`config.mk`:
```
export PLATFORM = sky130hd
export DESIGN_NAME = serial_frame_rx_flat
export DESIGN_NICKNAME = d
export VERILOG_FILES = /design/src/rtl/serial_frame_rx_if.sv /design/src/rtl/serial_frame_rx.sv /design/src/flat_wrapper.sv
export SDC_FILE = /design/constraint.sdc
export NUM_CORES = 1
export LEC_CHECK = 0
export BUFFER_PORTS_ARGS = -buffer_cell sky130_fd_sc_hd__buf_2
export CAP_MARGIN = 10
export CORE_MARGIN = 2
export CORE_UTILIZATION = 50
export CTS_BUF_LIST = sky130_fd_sc_hd__clkbuf_8 sky130_fd_sc_hd__clkbuf_16
export CTS_CLUSTER_SIZE = 14
export DETAILED_ROUTE_END_ITERATION = 8
export PLACE_DENSITY_LB_ADDON = 0.25
export SETUP_SLACK_MARGIN = 0.15
export SKIP_LAST_GASP = 1
export SYNTH_ARGS = -nofsm -noshare
export SYNTH_HDL_FRONTEND = slang
export SYNTH_SLANG_ARGS = --single-unit
```
`constraint.sdc`:
```
create_clock -name clk -period 1.71 [get_ports clk]
set_input_delay 0 -clock clk [delete_from_list [all_inputs] [get_ports clk]]
set_output_delay 0 -clock clk [all_outputs]
set_load 0.01 [all_outputs]
```
`src/rtl/serial_frame_rx_if.sv`:
```
// serial_frame_rx_if: groups the receiver's line, control and output-buffer
// signals. The receiver connects through the slave modport; the driver/consumer
// side connects through the master modport.
interface serial_frame_rx_if #(
  parameter int FRAME_W = 11,
  parameter int CNT_W   = 6
);
  logic               en;
  logic               rx;
  logic               out_ready;
  logic [FRAME_W-1:0] out_data;
  logic               out_valid;
  logic [CNT_W-1:0]   frame_count;
  logic               frame_err;
  logic               overrun;
  logic               busy;

  modport slave (
    input  en, rx, out_ready,
    output out_data, out_valid, frame_count, frame_err, overrun, busy
  );

  modport master (
    output en, rx, out_ready,
    input  out_data, out_valid, frame_count, frame_err, overrun, busy
  );
endinterface

```
`src/rtl/serial_frame_rx.sv`:
```
// serial_frame_rx: single-clock serial frame receiver, one bit per clock.
// Frame = start(0), FRAME_W data bits LSB first, [even parity], stop(1).
// Accepted frames land in a one-entry valid/ready output buffer; a good frame
// arriving while the buffer is full and not being drained is dropped and sets
// the sticky overrun flag.
// Optional feature: define PARITY_CHECK_EN to add the even-parity bit and its
// PARITY state.
//
// state     | meaning
// ----------+------------------------------------------------------------
// IDLE      | waiting for a start bit (rx=0) with en=1
// DATA      | sampling FRAME_W data bits into the shift register
// PARITY    | sampling/checking the parity bit (PARITY_CHECK_EN only)
// STOP      | sampling the stop bit; 1 completes, 0 is a framing error
// WAIT_HIGH | after a framing error, waiting for the line to return high
module serial_frame_rx #(
  parameter int FRAME_W = 11,
  parameter int CNT_W   = 6
) (
  input logic           clk,
  input logic           rst,
  serial_frame_rx_if.slave bus
);

  localparam int BIT_W = (FRAME_W > 1) ? $clog2(FRAME_W) : 1;
  localparam logic [BIT_W-1:0] LAST_BIT = BIT_W'(FRAME_W - 1);

  typedef enum logic [2:0] {
    IDLE,
    DATA,
`ifdef PARITY_CHECK_EN
    PARITY,
`endif
    STOP,
    WAIT_HIGH
  } state_t;

  state_t             r_state;
  state_t             w_state_nxt;
  logic [BIT_W-1:0]   r_bit_cnt;
  logic [FRAME_W-1:0] r_shift;
  logic [FRAME_W-1:0] r_data;
  logic               r_valid;
  logic [CNT_W-1:0]   r_count;
  logic               r_err;
  logic               r_ovr;
  logic               w_complete;
  logic               w_err;
`ifdef PARITY_CHECK_EN
  logic               r_par_fail;
  logic               w_par_bad;

  // Even parity: data bits XOR parity bit must be zero.
  assign w_par_bad = (^r_shift) ^ bus.rx;
`endif

  // State register.
  always_ff @(posedge clk or posedge rst) begin
    if (rst) r_state <= IDLE;
    else     r_state <= w_state_nxt;
  end

  // Next-state decode plus the frame-complete and frame-error strobes.
  always_comb begin
    w_state_nxt = r_state;
    w_complete  = 1'b0;
    w_err       = 1'b0;
    if (!bus.en) begin
      w_state_nxt = IDLE;
    end else begin
      case (r_state)
        IDLE: begin
          if (!bus.rx) w_state_nxt = DATA;
        end
        DATA: begin
`ifdef PARITY_CHECK_EN
          if (r_bit_cnt == LAST_BIT) w_state_nxt = PARITY;
`else
          if (r_bit_cnt == LAST_BIT) w_state_nxt = STOP;
`endif
        end
`ifdef PARITY_CHECK_EN
        PARITY: begin
          w_state_nxt = STOP;
          w_err       = w_par_bad;
        end
`endif
        STOP: begin
`ifdef PARITY_CHECK_EN
          // A parity failure already pulsed frame_err; the stop bit then only
          // decides whether to wait for the line to recover.
          if (bus.rx) begin
            w_state_nxt = IDLE;
            w_complete  = ~r_par_fail;
          end else begin
            w_state_nxt = WAIT_HIGH;
            w_err       = ~r_par_fail;
          end
`else
          if (bus.rx) begin
            w_state_nxt = IDLE;
            w_complete  = 1'b1;
          end else begin
            w_state_nxt = WAIT_HIGH;
            w_err       = 1'b1;
          end
`endif
        end
        WAIT_HIGH: begin
          if (bus.rx) w_state_nxt = IDLE;
        end
        default: w_state_nxt = IDLE;
      endcase
    end
  end

  // Bit counter and shift register; counter is held clear while idle so a
  // start bit always begins at bit 0.
  always_ff @(posedge clk or posedge rst) begin
    if (rst) begin
      r_bit_cnt <= '0;
      r_shift   <= '0;
    end else if (r_state == IDLE) begin
      r_bit_cnt <= '0;
    end else if (r_state == DATA && bus.en) begin
      r_shift[r_bit_cnt] <= bus.rx;
      r_bit_cnt          <= r_bit_cnt + 1'b1;
    end
  end

`ifdef PARITY_CHECK_EN
  // Remember a parity failure until the stop bit has been sampled.
  always_ff @(posedge clk or posedge rst) begin
    if (rst)                              r_par_fail <= 1'b0;
    else if (r_state == IDLE)             r_par_fail <= 1'b0;
    else if (r_state == PARITY && bus.en) r_par_fail <= w_par_bad;
  end
`endif

  // Output buffer, frame counter, error pulse and sticky overrun.
  always_ff @(posedge clk or posedge rst) begin
    if (rst) begin
      r_data  <= '0;
      r_valid <= 1'b0;
      r_count <= '0;
      r_err   <= 1'b0;
      r_ovr   <= 1'b0;
    end else begin
      r_err <= w_err;
      if (w_complete) begin
        if (!r_valid || bus.out_ready) begin
          r_data  <= r_shift;
          r_valid <= 1'b1;
          r_count <= r_count + 1'b1;
        end else begin
          r_ovr <= 1'b1;
        end
      end else if (r_valid && bus.out_ready) begin
        r_valid <= 1'b0;
      end
    end
  end

  assign bus.out_data    = r_data;
  assign bus.out_valid   = r_valid;
  assign bus.frame_count = r_count;
  assign bus.frame_err   = r_err;
  assign bus.overrun     = r_ovr;
  assign bus.busy        = (r_state != IDLE);

endmodule

```
`src/flat_wrapper.sv`:
```
// flat-port wrapper written by rule: the top's interface ports become plain ports
module serial_frame_rx_flat 
#(
  parameter int FRAME_W = 11,
  parameter int CNT_W   = 6
)
  (clk, rst, bus_en, bus_rx, bus_out_ready, bus_out_data, bus_out_valid, bus_frame_count, bus_frame_err, bus_overrun, bus_busy);
  serial_frame_rx_if #(.FRAME_W(FRAME_W), .CNT_W(CNT_W)) bus_i ();
  input logic clk;
  input logic rst;
  input wire logic [$bits(bus_i.en)-1:0] bus_en;
  input wire logic [$bits(bus_i.rx)-1:0] bus_rx;
  input wire logic [$bits(bus_i.out_ready)-1:0] bus_out_ready;
  output wire logic [$bits(bus_i.out_data)-1:0] bus_out_data;
  output wire logic [$bits(bus_i.out_valid)-1:0] bus_out_valid;
  output wire logic [$bits(bus_i.frame_count)-1:0] bus_frame_count;
  output wire logic [$bits(bus_i.frame_err)-1:0] bus_frame_err;
  output wire logic [$bits(bus_i.overrun)-1:0] bus_overrun;
  output wire logic [$bits(bus_i.busy)-1:0] bus_busy;
  assign bus_i.en = bus_en;
  assign bus_i.rx = bus_rx;
  assign bus_i.out_ready = bus_out_ready;
  assign bus_out_data = bus_i.out_data;
  assign bus_out_valid = bus_i.out_valid;
  assign bus_frame_count = bus_i.frame_count;
  assign bus_frame_err = bus_i.frame_err;
  assign bus_overrun = bus_i.overrun;
  assign bus_busy = bus_i.busy;
  serial_frame_rx #(.FRAME_W(FRAME_W), .CNT_W(CNT_W)) u_core (.clk(clk), .rst(rst), .bus(bus_i));
endmodule
```
Yosys cells after proc, flatten, opt, wreduce, memory -nomap -nowiden
Cells that the tools add are included.
{"block": "op_classes", "n_addsub": 2, "n_lt_le_gt_ge": 2, "eq_ne": 8, "muxes": 20, "bitwise_logic": 2, "reduce_logical": 14}
{"op": "$mux 3", "n": 4}
{"op": "$pmux 3 s4", "n": 1}
{"op": "$bwmux 11", "n": 1}
{"op": "$mux 1", "n": 10}
{"op": "$mux 4", "n": 2}
{"op": "$reduce_and 2->1", "n": 4}
{"op": "$add 6x1->6 const B", "n": 1}
{"op": "$eq 3x2->1 const B", "n": 2}
{"op": "$ne 3x3->1 const B", "n": 2}
{"op": "$lt 4x5->1 const B", "n": 1}
{"op": "$add 4x1->4 const B", "n": 1}
{"op": "$demux 1 s4", "n": 1}
{"op": "$eq 4x4->1 const B", "n": 1}
{"op": "$ge 4x1->1 const B", "n": 1}
{"op": "$reduce_bool 2->1", "n": 2}
{"op": "$eq 3x1->1 const B", "n": 1}
{"op": "$logic_and 1x1->1", "n": 3}
{"op": "$logic_not 3->1", "n": 1}
{"op": "$ne 3x2->1 const B", "n": 1}
{"op": "$reduce_and 3->1", "n": 1}
{"op": "$reduce_bool 3->1", "n": 1}
{"op": "$mux 2", "n": 1}
{"op": "$ne 2x2->1 const B", "n": 1}
{"op": "$not 1->1", "n": 2}
{"op": "2 further kinds", "n": 2}
{"block": "word_totals", "register_bits": 38, "input_bits": 5, "out_inout_bits": 21, "elab_cells": 56}

Logic depth before layout (Yosys ltp)
Gate-level depths: netlist of run 1.
{"block": "depth", "word_depth": 5, "ltp_mapped": 5, "ltp_nobuf": 5}

Least setup slack after synthesis of run 1
No wires, ideal clock.
{"block": "synth_timing", "kind": "reg-to-reg", "start": "register u_core.r_state[0]", "end": "register u_core.r_count[1], in the netlist u_core.bus.frame_count[1]", "setup_ns": 0.125, "arrival_time_ns": 1.366, "required_time_ns": 1.585, "setup_slack_ns": 0.219, "path_stages_with_launch": 6, "path_buffers": 2, "synth_period_minus_slack_ns": 1.491, "cell_sequence": "dfrtp_1 > buf_2 > nand4b_4 > nor2_4 > clkbuf_8 > mux2_2"}
{"block": "synth_between", "elab_chain_len": 4}
{"element": "from (decl)", "line_no": "serial_frame_rx.sv:38", "rtl": "state_t r_state;"}
{"element": "from (signal assigned)", "line_no": "serial_frame_rx.sv:60", "rtl": "else r_state <= w_state_nxt;"}
{"element": "$eq 3x2->1", "line_no": "serial_frame_rx.sv:71", "rtl": "case (r_state)"}
{"element": "$mux 1", "line_no": "serial_frame_rx.sv:71"}
{"element": "$mux 1", "line_no": "serial_frame_rx.sv:68", "rtl": "if (!bus.en) begin"}
{"element": "$reduce_and 2->1 (no line)"}
{"element": "to (signal assigned)", "line_no": "serial_frame_rx.sv:154", "rtl": "r_count <= r_count + 1'b1;"}
{"element": "to (decl)", "line_no": "serial_frame_rx.sv:44", "rtl": "logic [CNT_W-1:0] r_count;"}
No other way between the ends.
A chain may end at the register's enable or synchronous reset.

Worst setup path after layout of run 1
{"block": "layout_timing", "start": "register u_core.r_state[1]", "end": "register u_core.r_shift[5]"}
{"block": "layout_between", "elab_chain_len": 3, "elab_cells_between_ends": 5, "cone_classes": "eq/ne (1); bitwise (1); reduce/logical (3)"}
{"element": "$eq 3x1->1 or $logic_not 3->1 (tied branches)", "line_no": "serial_frame_rx.sv:125, serial_frame_rx.sv:123"}
{"element": "$logic_and 1x1->1 or $not 1->1 (tied branches)"}
{"element": "$reduce_and 2->1 (no line) (*)"}
{"element": "to (signal, indexed assignment)", "line_no": "serial_frame_rx.sv:126", "rtl": "r_shift[r_bit_cnt] <= bus.rx;"}
{"element": "to (decl)", "line_no": "serial_frame_rx.sv:41", "rtl": "logic [FRAME_W-1:0] r_shift;"}
Every way passes the cells marked *; elsewhere a longest branch is shown, timed or not.

==> out/metrics.yaml, run 1 <==
routing:
  route.antenna.remaining_nets: 0
  first_pass_drt_iterations: 4
  initialDrtViolationCount: 72
  routedWlPerCell_um: 13.5
  post_detailed_routing_wire_length_mm: 2.88
  via_count: 1109
  route.detailed.drc: 0
  viasPerCell: 5.21
finish:
  stdcell_count: 213
  drive_gt1_share_pct: 40.7
  nets: 176
  n_fill_cell: 267
  register_area_um2: 926
  multi_input_area_um2: 709
  layout.core_utilization_pct: 61.3
  antenna_cells: 0
  layout.cell_area.non_filler_um2: 2030
  syn_to_final_growth_pct: 19.3
synth:
  synth_top_family_by_area: "simple AND/OR/NAND/NOR gates"
  synthSimpleGateAreaFrac_pct: 16.2
  yosysWarnings: 0
  compound_gate_fraction_of_synth_area_pct: 3.31
  ys_ff_latch: 37
  seq_area_frac_synth_pct: 54.4
  synthesis.area_um2: 1700
  postSynthNetCount: 144
  synth_cell_type_count: 37
  synth_xor_xnor_area_share_pct: 2.57
  muxShareOfSynthArea_pct: 15.2
  postSynthCellCount: 134
  synth.avg_cell_area_um2: 12.7
  synth_area_in_adders_pct: 3.67
critical_path:
  critical_path_class: "register to register"
  rr_worst_depth: 4
  timing.critical_path.max_delay_family: "simple AND/OR/NAND/NOR gates"
  timing.critical_path.to: "u_core.r_shift[5]"
  worstPathCellList: "buf_4 > and3b_2 > nand4b_1 > mux2_2"
  crit_arrival_ns: 1.62
  startpoint: "u_core.r_state[1]"
  worst_setup_path_end_kind: "register"
  setup.reg_to_reg.worst_slack_ns: 0.26
  path_buf_inv: 1
  critical_path.slowest_cell: "sky130_fd_sc_hd__dfrtp_1"
  worstPathRequired_ns: 1.88
  crit_fanout: 9
  critical-path-max-stage-delay_ns: 0.42
  r2r_start: "u_core.r_state[1]"
  worstSetupPathDepth: 4
  timing.critical_path.from_type: "register"
  timing.rr.end: "u_core.r_shift[5]"
placement:
  place_hpwl_mm: 1.99
  place.port_buffers: 25
  dpl.cell_count: 201
  gpl.final_weighted_congestion: 0.735
  postPlaceCellArea_um2: 1850
global_routing:
  number_of_global_route_vias_before_repair: 1162
  total_routing_usage_gr_pct: 17.5
  grt_start_max_net_pins: 38
  number_of_antenna_violations_at_the_first_check_in_global_routing: 0
  overflow: 0
  grt_pass1_wl_mm: 5.24
timing:
  hold_viol_final: 0
  setup_total_negative_slack_ns: 0
  fmaxAchievable_mhz: 689
  finalSetupViolCount: 0
  min_period_over_period_pct: 84.8
  maxSlewViolCount: 0
  worst_clock_skew_ns: 0.00614
  grt_setup_unrepaired: "no"
  tightest_slew_ns: 0.449
  max-slew-margin-rel_pct: 70.0
  fin_crit_ns: 1.45
worst_hold_path:
  min-delay-path-class: "input pin to register"
cts:
  worstSkewPairLatency_ns: 0.29
  clock_transition_at_the_registers_of_the_reported_paths_ns: 0.07
  numClockSinks: 37
  clockRootBuffer: "sky130_fd_sc_hd__clkbuf_8"
  cts_buffers: 5
  cts_tree: "built"
  htreeDepth: 2
  cts.path.max_buffers: 2
run_status:
  run_status: "finished clean"
die:
  area_of_the_die_um2: 3890
  start_util_pct: 51.4
  die-height_um: 62.4
  die-width_um: 62.4
  floorplan.io_pins: 26
  std_cell_rows: 21
  core_area_um2: 3310
power:
  power.density_cell_area_nw_per_um2: 877
  vdd_ir_drop_max_mv: 0.539
  leakage_nw: 1.06
flow_run:
  cap_viol_max_count: 0
-- synthesized netlist by cell type --
library cell               instances  area, µm²
sky130_fd_sc_hd__buf_6             2       22.5
sky130_fd_sc_hd__mux2_2           23        259
sky130_fd_sc_hd__clkbuf_1          1       3.75
sky130_fd_sc_hd__xnor2_1           1       8.76
sky130_fd_sc_hd__ha_1              5       62.6
sky130_fd_sc_hd__clkbuf_8          1       13.8
sky130_fd_sc_hd__inv_1             6       22.5
sky130_fd_sc_hd__buf_4             1       7.51
sky130_fd_sc_hd__nand3b_1          1       7.51
sky130_fd_sc_hd__or3_1             1       6.26
sky130_fd_sc_hd__nand4b_4          1       23.8
sky130_fd_sc_hd__buf_2             2       10.0
sky130_fd_sc_hd__nor2b_1           2       12.5
sky130_fd_sc_hd__nor2_1            1       3.75
sky130_fd_sc_hd__nor4_1            1       6.26
sky130_fd_sc_hd__or2_2             1       6.26
sky130_fd_sc_hd__dfrtp_1          37        926
sky130_fd_sc_hd__nor2_4            1       11.3
sky130_fd_sc_hd__xor2_1            4       35.0
sky130_fd_sc_hd__nor4b_1           2       17.5
sky130_fd_sc_hd__o21a_1            1       7.51
sky130_fd_sc_hd__and2b_2           1       8.76
sky130_fd_sc_hd__nand2_1           7       26.3
sky130_fd_sc_hd__a21oi_1           1       5.00
sky130_fd_sc_hd__a211oi_1          1       7.51
sky130_fd_sc_hd__o21bai_1          1       7.51
sky130_fd_sc_hd__and4b_1           1       10.0
sky130_fd_sc_hd__and3b_2           1       10.0
sky130_fd_sc_hd__o21ai_0           4       20.0
sky130_fd_sc_hd__nand4_1           2       12.5
sky130_fd_sc_hd__nor3_1            4       20.0
sky130_fd_sc_hd__nor3b_1           2       15.0
sky130_fd_sc_hd__o311ai_0          1       8.76
sky130_fd_sc_hd__nand2b_1          2       12.5
sky130_fd_sc_hd__nand4b_1          2       17.5
sky130_fd_sc_hd__and2b_1           1       7.51
sky130_fd_sc_hd__nand3_1           8       40.0
-- sequential cells by signal, summed over array words and instances (netlist names) --
signal and flops:
u_core.bus.frame_count 6, u_core.bus.frame_err 1, u_core.bus.out_data 11, u_core.bus.out_valid 1, u_core.bus.overrun 1, u_core.r_bit_cnt 4, u_core.r_shift 11, u_core.r_state 2
-- timing repair --
action | in CTS | in global routing
hold buffers | 2 | 0
gates resized for setup | 0 | 2
buffers inserted | 0 | 2
pin swaps | 1 | 1
hold endpoints to repair | 38 | 0
setup endpoints to repair | 9 | 14
-- worst register-to-register path: cells and delay by family, from the launching register on --
kind / cells / cell delay (ns)
buf+inv: 1 / 0.17
flops: 1 / 0.42
mux: 1 / 0.29
simple gates: 2 / 0.45
-- how the worst min path moves through the flow --
stage	startpoint	endpoint	slack, ns	cells after the start
5_1_grt	bus_en	u_core.r_state[1]	0.01	2
6_report	bus_en	u_core.r_state[1]	0.02	2
4_1_cts	bus_en	u_core.r_state[1]	0.008	2
2_1_floorplan	bus_en	u_core.r_state[1]	0.12	1
3_5_place_dp	rst	u_core.bus.out_data[5]	0.13	3
3_3_place_gp	rst	u_core.bus.out_data[5]	0.12	3
-- cell usage in the layout, fill, tap and decap left out, types with 2 or more instances in the layout --
| cell | n |
|---|---|
| sky130_fd_sc_hd__o21ai_0 | 4 |
| sky130_fd_sc_hd__clkbuf_8 | 6 |
| sky130_fd_sc_hd__ha_1 | 5 |
| sky130_fd_sc_hd__buf_2 | 25 |
| sky130_fd_sc_hd__nand4b_1 | 2 |
| sky130_fd_sc_hd__nor3_1 | 4 |
| sky130_fd_sc_hd__nand2_1 | 7 |
| sky130_fd_sc_hd__mux2_2 | 23 |
| sky130_fd_sc_hd__nand4_1 | 2 |
| sky130_fd_sc_hd__inv_1 | 6 |
| sky130_fd_sc_hd__dfrtp_1 | 37 |
| sky130_fd_sc_hd__dlygate4sd3_1 | 2 |
| sky130_fd_sc_hd__nor3b_1 | 2 |
| sky130_fd_sc_hd__nand3_1 | 8 |
| sky130_fd_sc_hd__nor4b_2 | 2 |
| sky130_fd_sc_hd__buf_4 | 4 |
| sky130_fd_sc_hd__xor2_1 | 4 |
| sky130_fd_sc_hd__nor2b_1 | 2 |
| sky130_fd_sc_hd__nand2b_1 | 2 |
-- area by class of cell --
| class | count | share of cell area (%) |
|---|---|---|
| Timing Repair Buffer | 32 | 9.61 |
| Clock inverter | 2 | 1.85 |
| Tap cell | 46 | 2.83 |
| Multi-Input combinational cell | 84 | 34.9 |
| Clock buffer | 6 | 4.07 |
| Sequential cell | 37 | 45.6 |
| Inverter | 6 | 1.11 |
-- stage by stage --
| step | power, W | worst slack, ns | hold WS (ns) |
|---|---|---|---|
| floorplan | 0.000990 | 0.219 | 0.122 |
| detailed placement | 0.00102 | 0.152 | 0.127 |
| CTS | 0.00180 | 0.160 | 0.00813 |
| finish | 0.00178 | 0.259 | 0.0182 |
| global route | 0.00186 | 0.184 | 0.0130 |
| global placement | 0.00102 | 0.191 | 0.122 |
-- kinds of logic after synthesis --
logic type | after synthesis
AND/OR/NAND/NOR | 42
XOR/XNOR | 5
buffers and inverters | 13
multiplexers | 23
flip-flops | 37
adder cells (fa/ha/maj) | 5
AO/OA/AOI/OAI | 9
-- routing by layer --
| layer | part of all wire (%) | up-vias | global-route usage [%] |
|---|---|---|---|
| met2 | 47 | 23 | 28.7 |
| li1 | - | 533 | - |
| met4 | 2.4 | 0 | 8.06 |
| met3 | 4.5 | 7 | 6.52 |
| met5 | 0 | - | 0 |
| met1 | 46 | 546 | 20.6 |
-- where the power goes --
group          internal, W  switching (W)  total [W]
sequential        0.000899      0.0000137   0.000913
combinational    0.0000403      0.0000503  0.0000906
clock             0.000474       0.000304   0.000778
Note: power is estimated with default switching activity, not from simulation.
==> inputs of run 2 (changes only) <==
--- a/config.mk
+++ b/config.mk
@@ -5,6 +5,7 @@
 export SDC_FILE = /design/constraint.sdc
 export NUM_CORES = 1
 export LEC_CHECK = 0
+export ABC_AREA = 1
 export BUFFER_PORTS_ARGS = -buffer_cell sky130_fd_sc_hd__buf_2
 export CAP_MARGIN = 10
 export CORE_MARGIN = 2
==> constraint.sdc (replaced) <==
create_clock -name clk -period 1.3 [get_ports clk]
set_input_delay 0 -clock clk [delete_from_list [all_inputs] [get_ports clk]]
set_output_delay 0 -clock clk [all_outputs]
set_load 0.01 [all_outputs]
==> run 2 against run 1 <==
  * Maximum frequency grew 17%
  * Global-route usage grew 3.0 points
  * Non-clock buffer count grew 9
  * Highest routed layer unchanged
  * Clock power grew 12%
==> out/metrics.yaml, run 2 <==
power:
  clock_power_share_pct: 25.8  # -18 points
  power.density_cell_area_nw_per_um2: 1400  # +60%
  sequentialPowerShare_pct: 45.5  # -5.7 points
  combinationalPowerShare_pct: 28.7  # +24 points
  leakage_nw: 1.17  # +10%
  finalPower_w: 0.00339  # +90%
  vdd_ir_drop_max_mv: 1.16  # +110%
  power.switching_w: 0.00111  # +200%
  power.share.switching_pct: 32.8  # +12 points
  intPower_w: 0.00228  # +61%
timing:
  fmaxAchievable_mhz: 809  # +17%
  whs_ns: 0.0390  # +0.0208 ns
  hold_viol_final: 0  # unchanged
  max-slew-margin-rel_pct: 69.7  # -0.35 points
  fin_crit_ns: 1.24  # -0.214 ns
  grt_setup_unrepaired: "yes"
  worst_clock_skew_ns: 0.00481  # -0.00133 ns
  tightest_slew_ns: 0.455  # +0.00526 ns
  maxSlewViolCount: 0  # unchanged
  setup_total_negative_slack_ns: 0  # unchanged
  finalSetupViolCount: 0  # unchanged
  min_period_over_period_pct: 95.1  # +10 points
cts:
  htreeDepth: 2  # unchanged
  cts_tree: "built"
  cts.path.max_buffers: 2  # unchanged
  clockRootBuffer: "sky130_fd_sc_hd__clkbuf_8"
  numClockSinks: 37  # unchanged
  cts_buffers: 5  # unchanged
  clock_transition_at_the_registers_of_the_reported_paths_ns: 0.07  # about the same
  worstSkewPairLatency_ns: 0.29  # about the same
global_routing:
  total_routing_usage_gr_pct: 20.5  # +3.0 points
  overflow: 0  # unchanged
  grt_start_max_net_pins: 38  # unchanged
  number_of_antenna_violations_at_the_first_check_in_global_routing: 0  # unchanged
  number_of_global_route_vias_before_repair: 1430  # +23%
  grt_pass1_wl_mm: 6.24  # +19%
die:
  std_cell_rows: 21  # unchanged
  start_util_pct: 51.6  # +0.15 points
  core_area_um2: 3310  # unchanged
  floorplan.io_pins: 26  # unchanged
  area_of_the_die_um2: 3900  # +0.27%
  die-width_um: 62.4  # +0.14%
  die-height_um: 62.4  # +0.14%
synth:
  seq_area_frac_synth_pct: 54.2  # -0.16 points
  synth_area_leaders: "sky130_fd_sc_hd__dfrtp_1, sky130_fd_sc_hd__nand2_1, sky130_fd_sc_hd__inv_1"
  ys_ff_latch: 37  # unchanged
  synth_edf_count: 0  # unchanged
  synth_cell_type_count: 24  # -35%
  synth_largest_area_cell: "sky130_fd_sc_hd__dfrtp_1"
  synthMostInstantiatedCell: "sky130_fd_sc_hd__nand2_1"
  synth.top_cell.area_share_pct: 54.2  # -0.16 points
  synth.avg_cell_area_um2: 8.63  # -32%
  postSynthNetCount: 208  # +44%
  postSynthCellCount: 198  # +48%
  yosysWarnings: 0  # unchanged
  synth_top_cells_by_count: "sky130_fd_sc_hd__nand2_1, sky130_fd_sc_hd__dfrtp_1, sky130_fd_sc_hd__inv_1, sky130_fd_sc_hd__nor2_1, sky130_fd_sc_hd__o21ai_0"
  synthesis.area_um2: 1710  # +0.29%
  async_reset_ff_share_pct: 100  # unchanged
  synthFlopType: "sky130_fd_sc_hd__dfrtp_1"
flow_run:
  cap_viol_max_count: 0  # unchanged
finish:
  antenna_cells: 0  # unchanged
  layout.cell_area.non_filler_um2: 2420  # +19%
  stdcell_count: 289  # +36%
  nets: 252  # +43%
  layout.cells.most_common_list: "sky130_fd_sc_hd__nand2_1, sky130_fd_sc_hd__dfrtp_1, sky130_fd_sc_hd__buf_2, sky130_fd_sc_hd__nand2_2"
  most_common_cell_after_layout_fill_and_taps_aside: "sky130_fd_sc_hd__nand2_1"
  syn_to_final_growth_pct: 41.5
  drive_gt1_share_pct: 46.9  # +6.2 points
critical_path:
  worstPathCellList: "inv_2 > nand3_4 > buf_8 > o21ai_1 > o31ai_1"
  worstSetupPathDepth: 5  # +1
  worstPathRequired_ns: 1.47  # -0.41 ns
  setup.reg_to_reg.worst_slack_ns: 0.06  # -0.20 ns
  critical-path-max-stage-delay_ns: 0.42  # about the same
  path_buf_inv: 2  # +1
  timing.critical_path.from_type: "register"
  critical_path.slowest_cell: "sky130_fd_sc_hd__dfrtp_1"
  critical_path_class: "register to register"
  crit_fanout: 8  # -1
  crit_arrival_ns: 1.41  # -0.21 ns
  worst_setup_path_end_kind: "register"
  rr_worst_depth: 5  # +1
  timing.critical_path.max_delay_family: "flip-flops"
placement:
  place_hpwl_mm: 2.21  # +11%
  place.port_buffers: 25  # unchanged
  postPlaceCellArea_um2: 1920  # +3.5%
  dpl.cell_count: 273  # +36%
  gpl.final_weighted_congestion: 0.835  # +14%
routing:
  post_detailed_routing_wire_length_mm: 3.71  # +29%
  first_pass_drt_iterations: 4  # unchanged
  routedWlPerCell_um: 12.8  # -5.1%
  route.detailed.drc: 0  # unchanged
  viasPerCell: 4.79  # -8.0%
  route.antenna.remaining_nets: 0  # unchanged
  initialDrtViolationCount: 58  # -19%
  via_count: 1384  # +25%
worst_hold_path:
  min-delay-path-class: "input pin to register"
  worst_hold_path.num_cells: 3  # +1
run_status:
  run_status: "finished clean"
[run 2: cell type report]
class / instances / area (µm²)
Inverter: 23 / 96.3
Multi-Input combinational cell: 133 / 917
Sequential cell: 37 / 927
Clock inverter: 1 / 5.00
Timing Repair inverter: 1 / 7.51
Clock buffer: 7 / 96.3
Tap cell: 46 / 57.6
Fill cell: 253 / 893
Timing Repair Buffer: 41 / 310
[run 2: through the flow]
| step | setup slack [ns] | utilization [%] |
|---|---|---|
| after floorplan | 0.146 | - |
| after global placement | 0.0433 | 57.9 |
| after detailed placement | 0.00755 | 57.9 |
| after CTS | 0.0833 | 64.5 |
| after global routing | -0.00545 | 73.0 |
| final | 0.0632 | 73.0 |
[run 2: power by group through the flow]
stage / Combinational (W) / Sequential (W) / Clock (W)
after floorplan: 0.000409 / 0.00155 / 0
after global placement: 0.000716 / 0.00150 / 0
after detailed placement: 0.000729 / 0.00150 / 0
after CTS: 0.000791 / 0.00148 / 0.000890
after global routing: 0.00108 / 0.00156 / 0.000952
final: 0.000972 / 0.00154 / 0.000874
[run 2: layer usage]
metal	track usage [%]	part of all wire, %	vias to the layer above	wire [µm]
li1	-	-	704	-
met1	25.3	45	648	1680
met2	33.9	49	26	1830
met3	6.31	3.7	6	139
met4	8.06	1.4	0	53
met5	0	0	-	0
[run 2: worst min-delay path: stages]
cell	delay (ns)
sky130_fd_sc_hd__buf_2	0.15
sky130_fd_sc_hd__nand2_1	0.08
sky130_fd_sc_hd__o21ai_1	0.05
[run 2: worst paths after layout]
| check | from | to |
|---|---|---|
| hold / removal | bus_rx | u_core.r_shift[8] |
| setup / recovery | u_core.r_state[1] | u_core.r_shift[4] |
| setup reg to reg | u_core.r_state[1] | u_core.r_shift[4] |
| hold reg to reg | u_core.bus.overrun | u_core.bus.overrun |
| min in group asynchronous | rst | u_core.bus.out_data[6] |
| max in group asynchronous | rst | u_core.r_bit_cnt[3] |
[run 2: timing repair]
item | in CTS | in global routing
cloned | 1 | 1
setup endpoints to repair | 30 | 33
hold endpoints to repair | 37 | 0
pin swaps | 6 | 20
hold buffers | 1 | 0
buffers inserted | 4 | 1
gates resized for setup | 22 | 76
[run 2: logic make-up (layout without fill, tap and decap cells)]
logic type / count (synthesis) / after routing / synth area share, %
buffers and inverters: 28 / 73 / 7.54
AOI/OAI and AO/OA: 24 / 24 / 8.79
adders and majority gates: 5 / 5 / 3.66
DFF: 37 / 37 / 54.2
and+or+nand+nor: 101 / 101 / 24.2
xor gates and xnor gates: 3 / 3 / 1.54
